`src/rtl/vc_arb_pkg.sv`:
```
`default_nettype none
// +--------------------------------------------------------------------+
// | vc_arb_pkg                                                         |
// | Shared helpers and types for the round-robin arbiter family.       |
// | Rev 1.0 - initial release                                          |
// +--------------------------------------------------------------------+
package vc_arb_pkg;

  localparam int c_max_reqs  = 16;
  localparam int c_ptr_reset = 0;

  typedef logic [c_max_reqs-1:0] onehot_t;

  // Index width clamped to at least one bit so single-entry users still get a port.
  function automatic int clog2_clamp(input int n);
    return (n <= 1) ? 1 : $clog2(n);
  endfunction

endpackage
`default_nettype wire

```
`src/rtl/vc_rr_arbiter.sv`:
```
`default_nettype none
// +--------------------------------------------------------------------+
// | vc_rr_arbiter                                                      |
// | Round-robin priority search with a rotating pointer register.      |
// | Rev 1.0 - initial release                                          |
// +--------------------------------------------------------------------+
module vc_rr_arbiter
  import vc_arb_pkg::*;
#(
  parameter  int p_nreqs     = 4,
  localparam int c_sel_nbits = clog2_clamp(p_nreqs)
) (
  input  logic                   clk,
  input  logic                   reset,
  input  logic [p_nreqs-1:0]     req,
  input  logic                   en,
  output logic [p_nreqs-1:0]     grant,
  output logic [c_sel_nbits-1:0] grant_idx
);

  localparam int c_sum_nbits = c_sel_nbits + 1;

  logic [c_sel_nbits-1:0] r_ptr;
  logic [c_sum_nbits-1:0] w_probe;
  logic                   w_found;

  // Walk indices ptr, ptr+1, ... modulo p_nreqs; the first requester wins.
  always_comb begin
    grant     = '0;
    grant_idx = '0;
    w_found   = 1'b0;
    w_probe   = '0;
    for (int k = 0; k < p_nreqs; k++) begin
      w_probe = {1'b0, r_ptr} + c_sum_nbits'(k);
      if (w_probe >= c_sum_nbits'(p_nreqs)) begin
        w_probe = w_probe - c_sum_nbits'(p_nreqs);
      end
      if (!w_found && req[w_probe[c_sel_nbits-1:0]]) begin
        w_found   = 1'b1;
        grant_idx = w_probe[c_sel_nbits-1:0];
      end
    end
    if (w_found) begin
      grant[grant_idx] = 1'b1;
    end
  end

  always_ff @(posedge clk or posedge reset) begin
    if (reset) begin
      r_ptr <= c_sel_nbits'(c_ptr_reset);
    end else if (en) begin
      r_ptr <= (grant_idx == c_sel_nbits'(p_nreqs - 1)) ? '0 : grant_idx + 1'b1;
    end
  end

endmodule
`default_nettype wire

```
`src/rtl/vc_rr_arb_mux.sv`:
```
`default_nettype none
// +--------------------------------------------------------------------+
// | vc_rr_arb_mux                                                      |
// | N-input val/rdy stream mux, round-robin select, registered output. |
// | Rev 1.0 - initial release                                          |
// +--------------------------------------------------------------------+
module vc_rr_arb_mux
  import vc_arb_pkg::*;
#(
  parameter  int p_nbits     = 32,
  parameter  int p_nreqs     = 4,
  localparam int c_sel_nbits = clog2_clamp(p_nreqs)
) (
  input  logic                       clk,
  input  logic                       reset,
  input  logic [p_nreqs-1:0]         in_val,
  output logic [p_nreqs-1:0]         in_rdy,
  input  logic [p_nreqs*p_nbits-1:0] in_msg,
  output logic                       out_val,
  input  logic                       out_rdy,
  output logic [p_nbits-1:0]         out_msg,
  output logic [c_sel_nbits-1:0]     out_src
);

  logic                   r_full;
  logic [p_nbits-1:0]     r_msg;
  logic [c_sel_nbits-1:0] r_src;

  logic [p_nreqs-1:0]     w_grant;
  logic [c_sel_nbits-1:0] w_idx;
  logic                   w_can_accept;
  logic                   w_xfer;
  logic [p_nbits-1:0]     w_sel_msg;

  // Reset gating keeps in_rdy low while reset is held, even with a free slot.
  assign w_can_accept = !reset && (!r_full || out_rdy);
  assign w_xfer       = w_can_accept && (|in_val);
  assign in_rdy       = w_grant & {p_nreqs{w_can_accept}};

  // Only the winner's slice is selected, so X on other streams never reaches r_msg.
  assign w_sel_msg = in_msg[int'(w_idx)*p_nbits +: p_nbits];

  vc_rr_arbiter #(
    .p_nreqs   (p_nreqs)
  ) u_arb (
    .clk       (clk),
    .reset     (reset),
    .req       (in_val),
    .en        (w_xfer),
    .grant     (w_grant),
    .grant_idx (w_idx)
  );

  always_ff @(posedge clk or posedge reset) begin
    if (reset) begin
      r_full <= 1'b0;
      r_msg  <= '0;
      r_src  <= '0;
    end else if (w_xfer) begin
      r_full <= 1'b1;
      r_msg  <= w_sel_msg;
      r_src  <= w_idx;
    end else if (out_rdy) begin
      r_full <= 1'b0;
    end
  end

  assign out_val = r_full;
  assign out_msg = r_msg;
  assign out_src = r_src;

endmodule
`default_nettype wire

```
`config.mk`:
```
export PLATFORM = sky130hd
export DESIGN_NAME = vc_rr_arb_mux
export DESIGN_NICKNAME = d
export VERILOG_FILES = /design/src/rtl/vc_arb_pkg.sv /design/src/rtl/vc_rr_arbiter.sv /design/src/rtl/vc_rr_arb_mux.sv
export SDC_FILE = /design/constraint.sdc
export NUM_CORES = 1
export LEC_CHECK = 0
export CAP_MARGIN = 20
export CORE_MARGIN = 3
export CORE_UTILIZATION = 38
export CTS_CLUSTER_SIZE = 8
export DETAILED_ROUTE_END_ITERATION = 6
export PLACE_DENSITY = 0.85
export RECOVER_POWER = 100
export SLEW_MARGIN = 10
export SYNTH_ARGS = -nofsm -noshare
export SYNTH_HDL_FRONTEND = slang
export SYNTH_SLANG_ARGS = --single-unit
```
`constraint.sdc`:
```
create_clock -name clk -period 4.47 [get_ports clk]
set_input_delay 1.1175 -clock clk [delete_from_list [all_inputs] [get_ports clk]]
set_output_delay 1.1175 -clock clk [all_outputs]
set_load 0.02 [all_outputs]
```
==> impl_results.md, run 1 <==
- Worst hold slack: roughly 480 ps
- Final Hold Viols: 0
- Total power divided by cell area: 406 mW/mm^2
- Clock tree from TritonCTS: done
- Number of diodes added for antenna fixing: 0
- Maximum number of pins on one net before global-route repair: 38
- Cells along the critical path: clkdlybuf4s50_1 -> nor2b_1 -> a21o_1 -> a211oi_4 -> ha_1 -> and2_1 -> clkdlybuf4s50_1
- Antenna Nets Post-Route: 0
- Most common flop cell mapped by yosys: dfrtp_1
- Number of nets in the layout: between 500 and 600
- Number of I/O pins: 174
- Number of endpoints failing setup at the final stage: 0
- Critical path data arrival time: 3230 ps
- Final core area utilization: 71.2%
- GRT Residual Overflow: 0
- Warnings, synthesis: 0
- Count of different cell masters after synthesis: 30
- Standby leakage power: 0.00179 uW
- Die Y-Extent: 85.5 um
- Post-Syn Area: 0.00240 mm^2
- First-pass GRT wire length: between 10 and 15 mm
- Max transition margin: -34.6%
- Most common library cells after synthesis: dfrtp_1, nor2_1, mux2i_1, o22ai_1, a221oi_2
- Drt first-iter violations: 90
- Remaining DRCs: 0
- Clk_skew: 6.75 ps
- Final Total Pwr: between 1500 and 2000 uW
- Number of cells after detailed placement: 464
- Number of instances in the synthesized netlist: 229
- Core area: 0.00603 mm^2
- Share of total power consumed by net switching: around 40%
- Post-synthesis average cell area: 10.5 um^2
- Area growth from synthesis to final layout: 78.6%
- Unrepaired setup endpoints after global routing: no
- Final weighted congestion in routability-driven placement: 0.762
- Class of the most critical setup path: in2out
- Post-route clock period utilization: between 90% and 100%
- Total number of H-tree levels: 2
- Initial Util: 39.9%
- CP Launch Type: input port
- Combinational Power Share: between 50% and 60%
- Post-synth net total: around 370
- Port bufs: 173
- Wire length per cell after detailed routing: 17.6 um
- Number of violations of the max-capacitance limit: 3
- Total track usage: 22.2%
- Initial antenna violation count: 0
- Cell family with most CP delay: buffers and inverters
- Vias after detailed routing: 2,551
- CTS Root Cell: clkbuf_8
- Critical Path Fanout Max: 5
- Deepest clock path buffer count: 2
- Proportion of power drawn by flip-flops and latches: between 20% and 30%
- Violations in the final reports: max-capacitance violations, max-slew violations
- Cell repeated most along the worst path: clkdlybuf4s50_1
- Internal Dissipation: roughly 1000 uW
- Critical-path cell with the highest stage delay: clkdlybuf4s50_1
- Total Negative Setup Slacks: 0 ps
- Fraction of registers with async set or reset after synthesis: 100%
- Sequential cell area fraction in the yosys report: between 30% and 40%
- Required time at the worst-slack endpoint: 3350 ps
- Share of post-route cells with drive strength above 1: 11.1%
- Final slew viol count: 111
- Cell types with the largest area share after synthesis: dfrtp_1, a221oi_2, mux2i_1
- P_sw: between 700 and 800 uW
- Worst vdd rail ir drop: 0.000306 V
- Clk slew on worst S/H paths: 70 ps
- Number of clock buffers inserted by TritonCTS: 5
- Placed wire-length estimate after detailed placement: 6.23 mm
- Worst slew pin tran: 2020 ps
- CP bufs+invs: 2
- Min-Delay Path Class: reg2reg
- Clock share of power: between 10% and 20%
- Number of standard cells in the final layout excluding fillers: 472
- Vias per inst: 5.40
- Post-synth EDFFs: 0
- CTS Sinks: 37
- Worst-skew pair later-pin latency: 290 ps
- Crit path capture type: output port
- Final critical path time including I/O delays and setup: 4350 ps
- Most frequently used cell type in the post-synthesis netlist: dfrtp_1
- Detailed-route wire length: 8.29 mm
- Fmax: 230 MHz
- Share of the synthesized area in the top cell type: about two fifths
- Chip width: 85.5 um
- Rows: 28
- Status: complete, but fails checks
- Delay of the slowest cell on the worst path: ~600 ps
- Number of global-route vias before repair: 2,654
- Count of state elements after synthesis: 37
- Synth area leader: dfrtp_1
- Number of iterations in the first detailed-routing pass: 4
- Die footprint: 0.00731 mm^2
==> worst min-delay path, stage by stage, from the launching register on <==
cell	delay, ps
dfrtp_1	340
nand2_1	50
o21ai_0	60
==> per-layer routing <==
| layer | up-vias | track usage [%] | wire [um] |
|---|---|---|---|
| met5 | - | 0 | 0 |
| met4 | 0 | 5.18 | 64 |
| met3 | 5 | 6.24 | 649 |
| met2 | 98 | 40.7 | 4400 |
| met1 | 1232 | 25.6 | 3170 |
| li1 | 1216 | - | - |
==> what timing repair did <==
| action | CTS | global route |
|---|---|---|
| resized for setup | 1 | 1 |
| setup buffers | 0 | 0 |
| hold buffers | 0 | 0 |
| setup endpoints to repair | 1 | 1 |
| pin swaps | 0 | 0 |
==> state kept, by name, indices dropped and copies added (netlist names) <==
register     flops
out_val          1
out_src          2
out_msg         32
u_arb.r_ptr      2
==> cells by family (layout without fill, tap and decap cells) <==
group / Yosys count / after routing / synth area share (%)
adder cells (fa/ha/maj): 2 / 2 / 1.04
AND/OR/NAND/NOR: 57 / 57 / 10.2
AO/OA/AOI/OAI: 74 / 74 / 29.4
flip-flops: 37 / 37 / 38.5
buffers and inverters: 26 / 194 / 7.08
multiplexers: 33 / 33 / 13.8
==> final timing paths <==
check | endpoint | cells after the start | slack (ps) | startpoint
max | in_rdy[3] | 7 | 120 | in_val[2]
min | out_src[1] | 2 | 480 | out_src[1]
max reg2reg | out_msg[1] | 6 | 1630 | u_arb.r_ptr[0]
min reg2reg | out_src[1] | 2 | 480 | out_src[1]
max in group asynchronous | out_msg[25] | 3 | 1260 | reset
min in group asynchronous | out_val | 3 | 2050 | reset
==> metrics by stage <==
| stage | instance area [um^2] | setup slack [ps] |
|---|---|---|
| 3_3_place_gp | 4190 | 106 |
| 3_5_place_dp | 4190 | 8.16 |
| 2_1_floorplan | 2400 | 1040 |
| 5_1_grt | 4290 | 18.9 |
| 4_1_cts | 4300 | 20.7 |
| 6_report | 4290 | 121 |
==> placed cells by master (no fill, tap or decap) <==
| cell | Yosys | layout |
|---|---|---|
| clkinv_2 | 0 | 1 |
| o22a_1 | 2 | 2 |
| clkbuf_8 | 0 | 7 |
| o21ai_0 | 1 | 1 |
| clkbuf_1 | 1 | 2 |
| dlymetal6s2s_1 | 0 | 1 |
| ha_1 | 2 | 2 |
| o22ai_1 | 33 | 31 |
| clkdlybuf4s50_1 | 0 | 136 |
| inv_1 | 4 | 4 |
| o21a_1 | 1 | 1 |
| o32ai_4 | 0 | 1 |
| o22ai_4 | 0 | 2 |
| nor4_1 | 1 | 1 |
| dfrtp_1 | 37 | 37 |
| nand2_2 | 1 | 1 |
| a21oi_1 | 2 | 2 |
| and2_1 | 3 | 2 |
| dlygate4sd3_1 | 0 | 36 |
| buf_4 | 1 | 7 |
| mux2i_1 | 33 | 33 |
| nor2b_1 | 3 | 3 |
| a221oi_1 | 7 | 7 |
| a21o_1 | 1 | 1 |
| nor2_1 | 34 | 34 |
| nand2_1 | 10 | 10 |
| nand2b_1 | 3 | 3 |
| nor3_1 | 1 | 1 |
| or3_1 | 1 | 1 |
| o221ai_1 | 1 | 1 |
| and2_0 | 0 | 1 |
| a221oi_2 | 24 | 24 |
| a211oi_4 | 0 | 1 |
==> final cells by class <==
class                           count  area (um^2)
Fill cell                         492         1740
Tap cell                           75         93.8
Clock inverter                      1         5.00
Multi-Input combinational cell    166         1360
Clock buffer                        7         96.3
Inverter                            4         15.0
Timing Repair Buffer              182         1790
Sequential cell                    37          926
==> power by group through the flow <==
| stage | logic, uW | registers, uW | clock network, uW |
|---|---|---|---|
| 2_1_floorplan | 455 | 634 | 0 |
| 3_3_place_gp | 995 | 520 | 0 |
| 3_5_place_dp | 1010 | 526 | 0 |
| 4_1_cts | 1020 | 521 | 265 |
| 5_1_grt | 1040 | 533 | 280 |
| 6_report | 968 | 517 | 259 |
Note: power is estimated with default switching activity, not from simulation.
==> run 2: changes to the inputs <==
--- a/config.mk
+++ b/config.mk
@@ -6,11 +6,13 @@
 export NUM_CORES = 1
 export LEC_CHECK = 0
 export CAP_MARGIN = 20
+export CELL_PAD_IN_SITES_DETAIL_PLACEMENT = 1
+export CELL_PAD_IN_SITES_GLOBAL_PLACEMENT = 2
 export CORE_MARGIN = 3
-export CORE_UTILIZATION = 38
+export CORE_UTILIZATION = 17
 export CTS_CLUSTER_SIZE = 8
 export DETAILED_ROUTE_END_ITERATION = 6
-export PLACE_DENSITY = 0.85
+export PLACE_DENSITY = 0.74
 export RECOVER_POWER = 100
 export SLEW_MARGIN = 10
 export SYNTH_ARGS = -nofsm -noshare
==> constraint.sdc (replaced) <==
create_clock -name clk -period 3.7 [get_ports clk]
set_input_delay 0.925 -clock clk [delete_from_list [all_inputs] [get_ports clk]]
set_output_delay 0.925 -clock clk [all_outputs]
set_load 0.02 [all_outputs]
==> run 2 against run 1 <==
Net effect: the run still ends with max-capacitance violations, max-slew violations left; clock power is 63% higher; via count is 1.9% higher; power is 28% higher; routed wire length is 27% higher; sequential power is 21% higher; combinational power is 22% higher; final area is 2.6% higher; non-clock buffer count is 5 higher; first-iteration DRC count is 5.6% lower; largest cell class unchanged.
==> impl_results.md, run 2 (synthesis results as in run 1) <==
- Clk_skew: 3.71 ps (was 6.75 ps)
- Leading cell types in the layout, fill and taps excluded: clkdlybuf4s50_1, dfrtp_1, dlygate4sd3_1 (unchanged)
- Drt first-iter violations: 85 (was 90)
- Number of global-route vias before repair: 2,883 (was 2,654)
- Number of nets in the layout: 538 (was 533)
- Post-route clock period utilization: 96.4%
- Required time at the worst-slack endpoint: 2770 ps (was 3350 ps)
- Final slew viol count: 38 (was 111)
- Violations in the final reports: max-capacitance violations, max-slew violations (unchanged)
- Worst slew pin tran: 1570 ps (was 2020 ps)
- CTS Root Cell: clkbuf_16 (was clkbuf_8)
- Worst reg2reg setup slack: 1380 ps (was 1630 ps)
- Vias after detailed routing: 2,600 (was 2,551)
- Number of cells after detailed placement: 570 (was 464)
- Number of endpoints failing setup at the final stage: 0 (unchanged)
- Worst-skew pair later-pin latency: 270 ps (was 290 ps)
- Final Hold Viols: 0 (unchanged)
- DP Area: 0.00438 mm^2 (was 0.00419 mm^2)
- CP Launch Type: input port (unchanged)
- Number of diodes added for antenna fixing: 0 (unchanged)
- Max FFs per register: 32 (unchanged)
- Total track usage: 13.4% (was 22.2%)
- Die footprint: 0.0156 mm^2 (was 0.00731 mm^2)
- Critical-path cell with the highest stage delay: clkdlybuf4s50_1 (unchanged)
- Status: complete, but fails checks (unchanged)
- Number of violations of the max-capacitance limit: 1 (was 3)
- Area growth from synthesis to final layout: 83.2% (was 78.6%)
- Share of post-route cells with drive strength above 1: 9.73% (was 11.1%)
- Vias per inst: 4.51 (was 5.40)
- Rows: 42 (was 28)
- Min-Delay Path Class: reg2reg (unchanged)
- Crit path capture type: output port (unchanged)
- Core area: 0.0135 mm^2 (was 0.00603 mm^2)
- Clock tree from TritonCTS: done (unchanged)
- First-pass GRT wire length: 16.7 mm (was 12.9 mm)
- Class of the most critical setup path: in2out (unchanged)
- Number of I/O pins: 174 (unchanged)
- Worst setup slack after placement: -303 ps (was 8.16 ps)
- Total number of H-tree levels: 2 (unchanged)
- Start point of the critical path: in_val[2] (unchanged)
- Setup crit end: in_rdy[2] (was in_rdy[3])
- Detailed-route wire length: 10.6 mm (was 8.29 mm)
- Unrepaired setup endpoints after global routing: no (unchanged)
- Worst vdd rail ir drop: 0.000191 V (was 0.000306 V)
- Initial antenna violation count: 0 (unchanged)
- Number of iterations in the first detailed-routing pass: 4 (unchanged)
- Deepest clock path buffer count: 2 (unchanged)
- Critical Path Fanout Max: 3 (was 5)
- Final weighted congestion in routability-driven placement: 0.799 (was 0.762)
- Max transition margin: -4.96% (was -34.6%)
- Fmax: roughly 280 MHz
- Total of hold buffers inserted after clock tree synthesis: 0 (unchanged)
- Post-CTS Repair Setup Buffers: 0 (unchanged)
- Final core area utilization: 32.6% (was 71.2%)
- Initial Util: 17.8% (was 39.9%)
- Number of clock buffers inserted by TritonCTS: 5 (unchanged)
- Number of cells on the worst reg-to-reg path: 5 (was 6)
- Setup slack of the critical path after layout: 133 ps (was 121 ps)
- Remaining DRCs: 0 (unchanged)
- Antenna Nets Post-Route: 0 (unchanged)
- GRT Residual Overflow: 0 (unchanged)
- Cells along the critical path: clkdlybuf4s50_1 -> nor2b_1 -> a21o_1 -> a211oi_4 -> inv_2 -> ha_1 -> and2_1 -> clkbuf_2 (was clkdlybuf4s50_1 -> nor2b_1 -> a21o_1 -> a211oi_4 -> ha_1 -> and2_1 -> clkdlybuf4s50_1)
- CTS Sinks: 37 (unchanged)
- Standby leakage power: 0.00178 uW (was 0.00179 uW)
- Crit Reg-Reg Startpoint: out_val (was u_arb.r_ptr[0])
- Total power divided by cell area: 506 mW/mm^2 (was 406 mW/mm^2)
- Chip width: 125 um (was 85.5 um)
- Maximum number of pins on one net before global-route repair: 38 (unchanged)
- Placed wire-length estimate after detailed placement: 7.79 mm (was 6.23 mm)
- Port bufs: 173 (unchanged)
- Non-Filler Cell Area, Final: 0.00440 mm^2 (was 0.00429 mm^2)
- Total Negative Setup Slacks: 0 ps (unchanged)
- Critical path data arrival time: 2640 ps (was 3230 ps)
- Number of standard cells in the final layout excluding fillers: 577 (was 472)
- Most common cell after layout, fill and taps aside: clkdlybuf4s50_1 (unchanged)
- Delay of the slowest cell on the worst path: 450 ps (was 600 ps)
- Final critical path time including I/O delays and setup: 3570 ps
- Endpoint of the worst-slack reg-to-reg timing path: out_msg[6] (was out_msg[1])
- Clk slew on worst S/H paths: 50 ps (was 70 ps)
- Die Y-Extent: 125 um (was 85.5 um)
- Wire length per cell after detailed routing: 18.3 um (was 17.6 um)
[run 2: changes by cell type in the layout (fill, tap and decap cells not counted), sizes merged]
cell / change
buf: +4
clkbuf: +4
clkdlybuf4s50: -4
clkinv: -1
dlygate4sd2: +2
dlymetal6s2s: -1
[run 2: worst min path at each step]
stage	from	endpoint	cells after the start
final	out_src[1]	out_src[1]	2
after global routing	out_src[1]	out_src[1]	2
after CTS	out_src[1]	out_src[1]	2
after detailed placement	out_src[0]	out_src[0]	2
after global placement	out_src[1]	out_src[1]	2
after floorplan	u_arb.r_ptr[0]	u_arb.r_ptr[0]	1
[run 2: cell type report]
type                            count  area, um^2
Fill cell                        1573        9100
Timing Repair Buffer              187        1830
Multi-Input combinational cell    166        1270
Sequential cell                    37         926
Tap cell                          176         220
Clock buffer                        7         143
Inverter                            4        15.0
[run 2: repair_timing]
item / in CTS / in global routing
gates resized for setup: 9 / 7
endpoints found under the setup margin: 4 / 3
pin swaps: 1 / 1
[run 2: power by group]
part,switching (uW),internal (uW),total [uW]
registers,87.6,537,625
logic,624,554,1180
clock network,157,265,422
total,869,1360,2230
[run 2: metal layers]
metal  part of all wire [%]  track usage (%)
met5                      0                0
met3                    7.6             4.37
met2                     48             22.8
met4                   0.23             1.72
met1                     44             16.9
[run 2: stage by stage]
step	power, uW	hold slack (ps)
6_report	2230	475
5_1_grt	2390	521
4_1_cts	2370	490
3_5_place_dp	1930	473
3_3_place_gp	1910	467
2_1_floorplan	1320	521
[run 2: worst max-delay path, delay by kind of cell]
| kind | cells | cell delay, ps |
|---|---|---|
| and+or+nand+nor | 2 | 320 |
| AOI/OAI and AO/OA | 2 | 520 |
| adders and majority gates | 1 | 200 |
| buffers and inverters | 3 | 670 |
